===== src/rtl/alu_pkg.sv =====
// rtl/alu_pkg.sv - shared types and constants for the ALU operand mux pair
package alu_pkg;

    // Operand composition modes for a load request
    typedef enum logic [1:0] {
        MODE_ZERO    = 2'd0,
        MODE_HI_BYTE = 2'd1,
        MODE_LO_BYTE = 2'd2,
        MODE_PAIR    = 2'd3
    } mode_e;

    // Per-port operand register state
    typedef enum logic {
        SLOT_EMPTY = 1'b0,
        SLOT_FULL  = 1'b1
    } slot_state_e;

    // Target operand port of a request
    localparam logic PORT_HIGH = 1'b0;
    localparam logic PORT_LOW  = 1'b1;

    // Register pair indices
    localparam int PAIR_BC = 0;
    localparam int PAIR_DE = 1;
    localparam int PAIR_HL = 2;

endpackage


===== src/rtl/operand_slot.sv =====
// rtl/operand_slot.sv - one operand register with EMPTY/FULL state
//   clk, notReset   : clock, async active-low reset
//   load, load_data : accepted load request and composed operand
//   take            : effective ALU consume (both operands valid)
//   operand, valid  : held operand and FULL flag
module operand_slot
    import alu_pkg::*;
#(
    parameter int DATA_W = 8
) (
    input  logic                  clk,
    input  logic                  notReset,
    input  logic                  load,
    input  logic                  take,
    input  logic [2*DATA_W-1:0]   load_data,
    output logic [2*DATA_W-1:0]   operand,
    output logic                  valid
);

    slot_state_e state;

    // A load in the same cycle as a take wins, so the slot stays FULL
    // with fresh data and the ALU sees no bubble. The operand register
    // is deliberately left untouched on take.
    always_ff @(posedge clk or negedge notReset) begin
        if (!notReset) begin
            state   <= SLOT_EMPTY;
            operand <= '0;
        end else begin
            if (load) begin
                state   <= SLOT_FULL;
                operand <= load_data;
            end else if (take && state == SLOT_FULL) begin
                state   <= SLOT_EMPTY;
            end
        end
    end

    assign valid = (state == SLOT_FULL);

endmodule


===== src/rtl/alu_operand_mux_pair.sv =====
// rtl/alu_operand_mux_pair.sv - registered High/Low ALU operand select from register pairs
//   notHiReg, notLoReg : active-low register pairs, pair p at [p*DATA_W +: DATA_W]
//   req_*              : valid/ready load request (port, pair, mode)
//   take               : ALU consumes both operands
//   High, Low          : true-polarity operands, *_valid when held
//   sel_err            : one-cycle pulse after an accepted out-of-range pair
module alu_operand_mux_pair
    import alu_pkg::*;
#(
    parameter int DATA_W = 8,
    parameter int NPAIR  = 3,
    parameter int SEL_W  = (NPAIR > 1) ? $clog2(NPAIR) : 1
) (
    input  logic                    clk,
    input  logic                    notReset,
    input  logic [NPAIR*DATA_W-1:0] notHiReg,
    input  logic [NPAIR*DATA_W-1:0] notLoReg,
    input  logic                    req_valid,
    output logic                    req_ready,
    input  logic                    req_port,
    input  logic [SEL_W-1:0]        req_pair,
    input  logic [1:0]              req_mode,
    input  logic                    take,
    output logic [2*DATA_W-1:0]     High,
    output logic [2*DATA_W-1:0]     Low,
    output logic                    High_valid,
    output logic                    Low_valid,
    output logic                    sel_err
);

    logic                  take_eff;
    logic                  target_empty;
    logic                  accept;
    logic                  pair_hit;
    logic [DATA_W-1:0]     hi_true;
    logic [DATA_W-1:0]     lo_true;
    logic [2*DATA_W-1:0]   load_data;

    // take only counts when the ALU actually has both operands
    assign take_eff     = take && High_valid && Low_valid;
    assign target_empty = (req_port == PORT_LOW) ? !Low_valid : !High_valid;
    assign req_ready    = target_empty || take_eff;
    assign accept       = req_valid && req_ready;

    // Pair select with inversion; an index with no matching pair leaves
    // both bytes at zero, which makes every mode compose to zero.
    always_comb begin
        hi_true  = '0;
        lo_true  = '0;
        pair_hit = 1'b0;
        for (int p = 0; p < NPAIR; p++) begin
            if (req_pair == SEL_W'(p)) begin
                hi_true  = ~notHiReg[p*DATA_W +: DATA_W];
                lo_true  = ~notLoReg[p*DATA_W +: DATA_W];
                pair_hit = 1'b1;
            end
        end
    end

    always_comb begin
        load_data = '0;
        case (mode_e'(req_mode))
            MODE_ZERO:    load_data = '0;
            MODE_HI_BYTE: load_data = {{DATA_W{1'b0}}, hi_true};
            MODE_LO_BYTE: load_data = {{DATA_W{1'b0}}, lo_true};
            MODE_PAIR:    load_data = {hi_true, lo_true};
            default:      load_data = '0;
        endcase
    end

    always_ff @(posedge clk or negedge notReset) begin
        if (!notReset) begin
            sel_err <= 1'b0;
        end else begin
            sel_err <= accept && !pair_hit;
        end
    end

    operand_slot #(.DATA_W(DATA_W)) u_high_slot (
        .clk       (clk),
        .notReset  (notReset),
        .load      (accept && req_port == PORT_HIGH),
        .take      (take_eff),
        .load_data (load_data),
        .operand   (High),
        .valid     (High_valid)
    );

    operand_slot #(.DATA_W(DATA_W)) u_low_slot (
        .clk       (clk),
        .notReset  (notReset),
        .load      (accept && req_port == PORT_LOW),
        .take      (take_eff),
        .load_data (load_data),
        .operand   (Low),
        .valid     (Low_valid)
    );

endmodule


===== config.mk =====
export PLATFORM = sky130hd
export DESIGN_NAME = alu_operand_mux_pair
export DESIGN_NICKNAME = d
export VERILOG_FILES = /design/src/rtl/alu_pkg.sv /design/src/rtl/operand_slot.sv /design/src/rtl/alu_operand_mux_pair.sv
export SDC_FILE = /design/constraint.sdc
export NUM_CORES = 1
export LEC_CHECK = 0
export CAP_MARGIN = 20
export CORE_ASPECT_RATIO = 0.8
export CORE_MARGIN = 3
export CORE_UTILIZATION = 37
export CTS_CLUSTER_DIAMETER = 100
export DETAILED_ROUTE_END_ITERATION = 12
export PLACE_DENSITY = 0.79
export SLEW_MARGIN = 10
export SYNTH_ARGS = -nofsm -noshare
export SYNTH_HDL_FRONTEND = slang
export SYNTH_SLANG_ARGS = --single-unit

===== constraint.sdc =====
create_clock -name clk -period 1.4 [get_ports clk]
set_clock_uncertainty 0.2 [all_clocks]
set_input_delay 0.21 -clock clk [delete_from_list [all_inputs] [get_ports clk]]
set_output_delay 0.21 -clock clk [all_outputs]
set_load 0.005 [all_outputs]

After elaboration in Yosys (flattened, before gate mapping). Index checks and enable logic that the tools add are counted.

Reductions and logical operators: 16. Multiplexer cells: 15. Div/mod/pow operators: 0. $add $sub $neg: 0. Equality and inequality tests: 5. $mul: 0. Magnitude comparators: 0. Bitwise operators: 7. Shifts and indexed selects: 0.

Operators by type and width (number): $pmux W16 S4 (1); $mux W8 (6); $not A8 Y8 (6); $logic_and A1 B1 Y1 (8); $mux W1 (8); $eq A2 B2 Y1 const B (3); $eq A2 B1 Y1 const B (2); $logic_not A2 Y1 (2); $reduce_bool A2 Y1 (2); $logic_not A1 Y1 (3); $logic_or A1 B1 Y1 (1); $not A1 Y1 (1).

Flip-flop bits (word level): 35. Logic and storage cells: 48. RAM bits: 0. ROM bits: 0. Latch bits: 0. Output and inout bits: 36. Memories: 0.

Depth between registers and ports, before layout.
Depth in word-level cells: 6. Mapped depth: 6.

Hierarchy. From an unflattened synthesis, not the netlist that was laid out.

Cell total of the unflattened synthesis: 153. Area, all modules: 1998.2 sq um.

Modules (own cells, without submodules): operand_slot (cells an instance 37, area each 683.2 sq um, times used 2); alu_operand_mux_pair (cells an instance 79, area each 631.9 sq um, times used 1).

Least setup slack after synthesis. No wires, ideal clock.

Path kind: register -> register. From: reg u_high_slot.state, in the netlist u_high_slot.valid. To: reg u_high_slot.operand[10]. Setup time: 96 ps. Arrival: 1108 ps. Setup slack: -3 ps. Cell stages (with the launch flop): 5. Clock period less this slack: 1403 ps. Buffers on the path: 1. Data required time: 1104 ps. Path through: dfrtp_1 > a21bo_2 > buf_6 > nand2_1 > o31ai_1.

Word-level cells in the longest chain between the ends: 5. Elaborated cells on any way between the ends: 7. Those cells by class: mux (1); reduce/logical (6).

Ends and longest elaborated chain: start, declared (RTL line operand_slot.sv:20) `slot_state_e state;`; start signal, assigned (RTL line operand_slot.sv:27) `state <= SLOT_EMPTY;`; start signal, assigned (RTL line operand_slot.sv:31) `state <= SLOT_FULL;`; start signal, assigned (RTL line operand_slot.sv:34) `state <= SLOT_EMPTY;`; $logic_not A1 Y1 or $logic_and A1 B1 Y1 (tied branches) (RTL line alu_operand_mux_pair.sv:41, alu_operand_mux_pair.sv:40); $mux W1 or $logic_and A1 B1 Y1 (tied branches) (RTL line alu_operand_mux_pair.sv:41, alu_operand_mux_pair.sv:40); $logic_or A1 B1 Y1 * (RTL line alu_operand_mux_pair.sv:42) `assign req_ready = target_empty || take_eff;`; $logic_and A1 B1 Y1 * (RTL line alu_operand_mux_pair.sv:43) `assign accept = req_valid && req_ready;`; $logic_and A1 B1 Y1 * (RTL line alu_operand_mux_pair.sv:82) `.load (accept && req_port == PORT_HIGH),`; end signal, assigned (RTL line operand_slot.sv:32) `operand <= load_data;`; end, declared (RTL line operand_slot.sv:16) `output logic [2*DATA_W-1:0] operand,`.

Mark *: on every way between the ends. The rest lies on a longest branch, timed or not. A chain may end at the register's enable or synchronous reset.

Final worst setup path.
From: reg u_low_slot.state, in the netlist u_low_slot.valid. To: out req_ready.

Word-level cells in the longest chain between the ends: 3. Elaborated cells on any way between the ends: 4. Those cells by class: mux (1); reduce/logical (3).

Ends and longest elaborated chain: start, declared (RTL line operand_slot.sv:20); start signal, assigned (RTL line operand_slot.sv:27); start signal, assigned (RTL line operand_slot.sv:31); start signal, assigned (RTL line operand_slot.sv:34); $logic_not A1 Y1 (RTL line alu_operand_mux_pair.sv:41) `assign target_empty = (req_port == PORT_LOW) ? !Low_valid : !High_valid;`; $mux W1 (RTL line alu_operand_mux_pair.sv:41); $logic_or A1 B1 Y1 * (RTL line alu_operand_mux_pair.sv:42); end, declared (RTL line alu_operand_mux_pair.sv:19) `output logic req_ready,`.

Marked as above.

==> report_table.html <==
<table>
<tr><th>Metric</th><th>Value</th></tr>
<tr><th colspan="2">Synthesis</th></tr>
<tr><td>Proportion of register bits with asynchronous set or reset after synthesis</td><td>1.00</td></tr>
<tr><td>Leading post-synthesis cells by cell area</td><td>sky130_fd_sc_hd__dfrtp_1, sky130_fd_sc_hd__mux2i_1, sky130_fd_sc_hd__o31ai_1, sky130_fd_sc_hd__a22oi_1, sky130_fd_sc_hd__a31oi_1</td></tr>
<tr><td>Syn_nets</td><td>248</td></tr>
<tr><td>Part of the Yosys area used for sequential elements</td><td>0.447</td></tr>
<tr><td>Post-synthesis area per instance</td><td>~10 um^2</td></tr>
<tr><td>Register bit count reported by yosys</td><td>35</td></tr>
<tr><td>Number of distinct library cells after synthesis</td><td>28</td></tr>
<tr><td>Number of enable-type register cells in the synthesized netlist</td><td>0</td></tr>
<tr><td>YS warnings</td><td>0</td></tr>
<tr><td>Prevailing post-synth register cell</td><td>sky130_fd_sc_hd__dfrtp_1</td></tr>
<tr><td>Area share of the largest cell type after synthesis</td><td>0.447</td></tr>
<tr><td>Cell accounting for the most synthesized area</td><td>sky130_fd_sc_hd__dfrtp_1</td></tr>
<tr><td>Synthesized instance count</td><td>191</td></tr>
<tr><td>Synth Cell Area</td><td>0.00196 mm^2</td></tr>
<tr><th colspan="2">Placed design</th></tr>
<tr><td>GPL Wtd Cong</td><td>roughly 0.85</td></tr>
<tr><td>Dpl hpwl</td><td>about 4800 um</td></tr>
<tr><td>Count of input and output buffers</td><td>92</td></tr>
<tr><th colspan="2">Timing</th></tr>
<tr><td>Transition time of the tightest slew-check pin</td><td>~0.58 ns</td></tr>
<tr><td>Final setup viols</td><td>35</td></tr>
<tr><td>Count of pins over their slew limit</td><td>0</td></tr>
<tr><td>Sum Neg Setup Slack</td><td>-5.02 ns</td></tr>
<tr><td>Crit path time final</td><td>1.59 ns</td></tr>
<tr><td>Final worst path period share</td><td>1.14</td></tr>
<tr><td>RSZ-0062 raised after global routing</td><td>true</td></tr>
<tr><td>Timing-limited maximum frequency</td><td>~630 MHz</td></tr>
<tr><td>Number of hold violations in the final report</td><td>0</td></tr>
<tr><td>Final Worst Setup Slack</td><td>-0.194 ns</td></tr>
<tr><td>Max-slew headroom</td><td>0.611</td></tr>
<tr><th colspan="2">Route</th></tr>
<tr><td>Post-route ant nets</td><td>0</td></tr>
<tr><td>WL/cell</td><td>about 21 um</td></tr>
<tr><td>Wire length reported by the detailed router</td><td>8160 um</td></tr>
<tr><td>Number of DRC markers in iteration 0</td><td>about 180</td></tr>
<tr><td>Pre-Repair DR Iteration Count</td><td>4</td></tr>
<tr><td>Post-route DRC violation count</td><td>0</td></tr>
<tr><td>Total number of vias</td><td>around 2300</td></tr>
<tr><td>Via-per-instance ratio</td><td>between 5 and 6</td></tr>
<tr><th colspan="2">Cells and area</th></tr>
<tr><td>Layout Nets</td><td>383</td></tr>
<tr><td>Layout-stage area growth over the synthesis result</td><td>98.0%</td></tr>
<tr><td>Fraction of layout instances using a drive strength above 1</td><td>0.391</td></tr>
<tr><td>Fill cell total of the finished layout</td><td>between 300 and 400</td></tr>
<tr><td>Most common library cell in the layout ignoring fill and taps</td><td>sky130_fd_sc_hd__clkdlybuf4s50_1</td></tr>
<tr><td>Ant. Diodes</td><td>0</td></tr>
<tr><td>Multi-input logic area</td><td>0.00141 mm^2</td></tr>
<tr><td>Flip-flop and latch area</td><td>between 800 and 900 um^2</td></tr>
<tr><td>Leading cell types in the layout, fill and taps excluded</td><td>sky130_fd_sc_hd__clkdlybuf4s50_1, sky130_fd_sc_hd__dfrtp_1, sky130_fd_sc_hd__dlygate4sd2_1, sky130_fd_sc_hd__buf_4</td></tr>
<tr><th colspan="2">Clock tree</th></tr>
<tr><td>TritonCTS Buffers</td><td>5</td></tr>
<tr><td>CTS H-Tree Depth</td><td>2</td></tr>
<tr><td>Number of buffers inserted by hold repair at cts</td><td>0</td></tr>
<tr><td>Source-to-sink clock delay at the later pin of the worst-skew pair</td><td>~0.29 ns</td></tr>
<tr><td>Clock Sinks</td><td>35</td></tr>
<tr><td>Library cell used as clock root buffer</td><td>sky130_fd_sc_hd__clkbuf_8</td></tr>
<tr><td>Clock tree from TritonCTS</td><td>built</td></tr>
<tr><td>Clock Pin Slew Worst Setup and Hold Paths</td><td>about 0.070 ns</td></tr>
<tr><td>Clock Tree Buf Depth</td><td>2</td></tr>
<tr><th colspan="2">Pwr</th></tr>
<tr><td>Areal power density over the cells</td><td>982 mW/mm^2</td></tr>
<tr><td>Power after layout</td><td>between 0.003 and 0.004 W</td></tr>
<tr><td>Worst IR drop on VDD</td><td>0.590 mV</td></tr>
<tr><td>Leak pwr</td><td>between 1.5 and 2 nW</td></tr>
<tr><th colspan="2">Global routing</th></tr>
<tr><td>Antenna violations before repair</td><td>0</td></tr>
<tr><td>Wire length of the first global-routing pass</td><td>between 10000 and 15000 um</td></tr>
<tr><td>Vias in the first global route</td><td>roughly 2300</td></tr>
<tr><td>Total global-route track usage</td><td>0.240</td></tr>
<tr><td>Overall overflow remaining after global route</td><td>0</td></tr>
<tr><td>Maximum number of pins on one net before global-route repair</td><td>36</td></tr>
<tr><th colspan="2">Status</th></tr>
<tr><td>Result of the run</td><td>finished with violations</td></tr>
<tr><td>Failing checks</td><td>setup timing</td></tr>
<tr><th colspan="2">Floorplan</th></tr>
<tr><td>Die Span X</td><td>87.4 um</td></tr>
<tr><td>Number of standard-cell rows in the floorplan</td><td>23</td></tr>
<tr><td>Boundary Pins</td><td>93</td></tr>
<tr><td>Die span in y</td><td>a little over 70 um</td></tr>
<tr><td>Area of the die</td><td>just over 0.006 mm^2</td></tr>
<tr><td>Starting density of the core</td><td>0.387</td></tr>
<tr><td>Core Box Area</td><td>0.00506 mm^2</td></tr>
<tr><th colspan="2">Critical path</th></tr>
<tr><td>Critical path peak fanout</td><td>2</td></tr>
<tr><td>Kind of critical path</td><td>flip-flop to output port</td></tr>
<tr><td>Required time of the critical path</td><td>0.99 ns</td></tr>
<tr><td>Critical path, cell by cell</td><td>buf_6 &gt; mux2i_1 &gt; a31o_2 &gt; buf_2</td></tr>
<tr><td>Category of the worst setup path launch point</td><td>flip-flop</td></tr>
<tr><td>Worst EP arrival</td><td>about 1.2 ns</td></tr>
<tr><td>Delay of the slowest critical-path stage</td><td>0.39 ns</td></tr>
<tr><td>Slowest-stage cell, CP</td><td>sky130_fd_sc_hd__dfrtp_1</td></tr>
<tr><td>Critical path endpoint category</td><td>output port</td></tr>
<tr><th colspan="2">Job</th></tr>
<tr><td>Max-Cap Viols</td><td>0</td></tr>
<tr><th colspan="2">Worst hold path</th></tr>
<tr><td>Type of the most critical hold path</td><td>input port to asynchronous set/reset pin</td></tr>
</table>
[Yosys cell counts, drive strengths merged (2+ instances only)]
master,n
a21bo,2
a21boi,2
a21oi,16
a22oi,16
a31oi,16
a32oi,8
buf,10
clkbuf,3
dfrtp,35
inv,17
mux2i,17
nand2,6
nor2,2
nor2b,3
o21ai,16
o31ai,16
[routing by layer]
layer	routed length (um)	vias to the layer above	part of all wire	GRT usage
met5	0	-	0	0
met4	280	0	0.034	0.0664
met3	443	28	0.054	0.0384
met2	4250	125	0.52	0.421
met1	3180	1092	0.39	0.305
li1	-	1006	-	-
[kinds of logic after synthesis]
group,after synthesis,synth area share
simple gates,16,0.0543
buf+inv,30,0.0900
mux,17,0.0868
compound gates,93,0.322
flops,35,0.447
[per-stage QoR]
stage / setup slack, ns / instances / utilization / hold slack (ns) / area [um^2]
3_5_place_dp: -0.537 / 359 / 0.612 / 0.299 / 3100
2_1_floorplan: 0.000628 / 191 / - / -0.286 / 1960
4_1_cts: -0.172 / 384 / 0.710 / 0.0987 / 3600
6_report: -0.194 / 387 / 0.767 / 0.0890 / 3880
5_1_grt: -0.249 / 387 / 0.767 / 0.104 / 3880
3_3_place_gp: -0.519 / 359 / 0.612 / 0.295 / 3100
[area by class of cell]
| cell class | instances | area share |
|---|---|---|
| Clock buffer | 6 | 0.0187 |
| Inverter | 17 | 0.0174 |
| Multi-Input combinational cell | 126 | 0.363 |
| Sequential cell | 35 | 0.226 |
| Tap cell | 62 | 0.0200 |
| Timing Repair Buffer | 141 | 0.356 |
[path summary, 6_finish.rpt]
check | from | to | slack (ns) | cells past startpoint
worst min register to register | u_high_slot.operand[12] | u_high_slot.operand[12] | 0.33 | 2
max in group asynchronous | notReset | u_high_slot.operand[4] | 0.73 | 2
min in group clk | u_high_slot.operand[12] | u_high_slot.operand[12] | 0.33 | 2
worst min-delay path | notReset | u_low_slot.valid | 0.09 | 2
worst max-delay path | u_low_slot.valid | req_ready | -0.19 | 4
worst max register to register | u_low_slot.valid | u_high_slot.operand[9] | -0.18 | 6
[power by group]
part	internal, W	switching, W
clock	0.000331	0.000338
sequential	0.00120	0.000152
combinational	0.000980	0.000812
total	0.00251	0.00130
[timing repair]
action | CTS | global route
gates cloned | 2 | 0
setup buffers | 18 | 3
pin swaps | 13 | 25
gates resized for setup | 126 | 52
setup endpoints to repair | 68 | 38
[state kept, by name, summed over array words and instances, names as in the netlist]
register             cells
u_low_slot.operand      16
u_low_slot.valid         1
u_high_slot.valid        1
sel_err                  1
u_high_slot.operand     16
[worst max-delay path, delay by kind of cell (launching register included)]
| kind | cells | cell delay (ns) |
|---|---|---|
| mux | 1 | 0.05 |
| buf+inv | 2 | 0.23 |
| flops | 1 | 0.39 |
| compound gates | 1 | 0.22 |
Power figures use the tool's default switching activity.
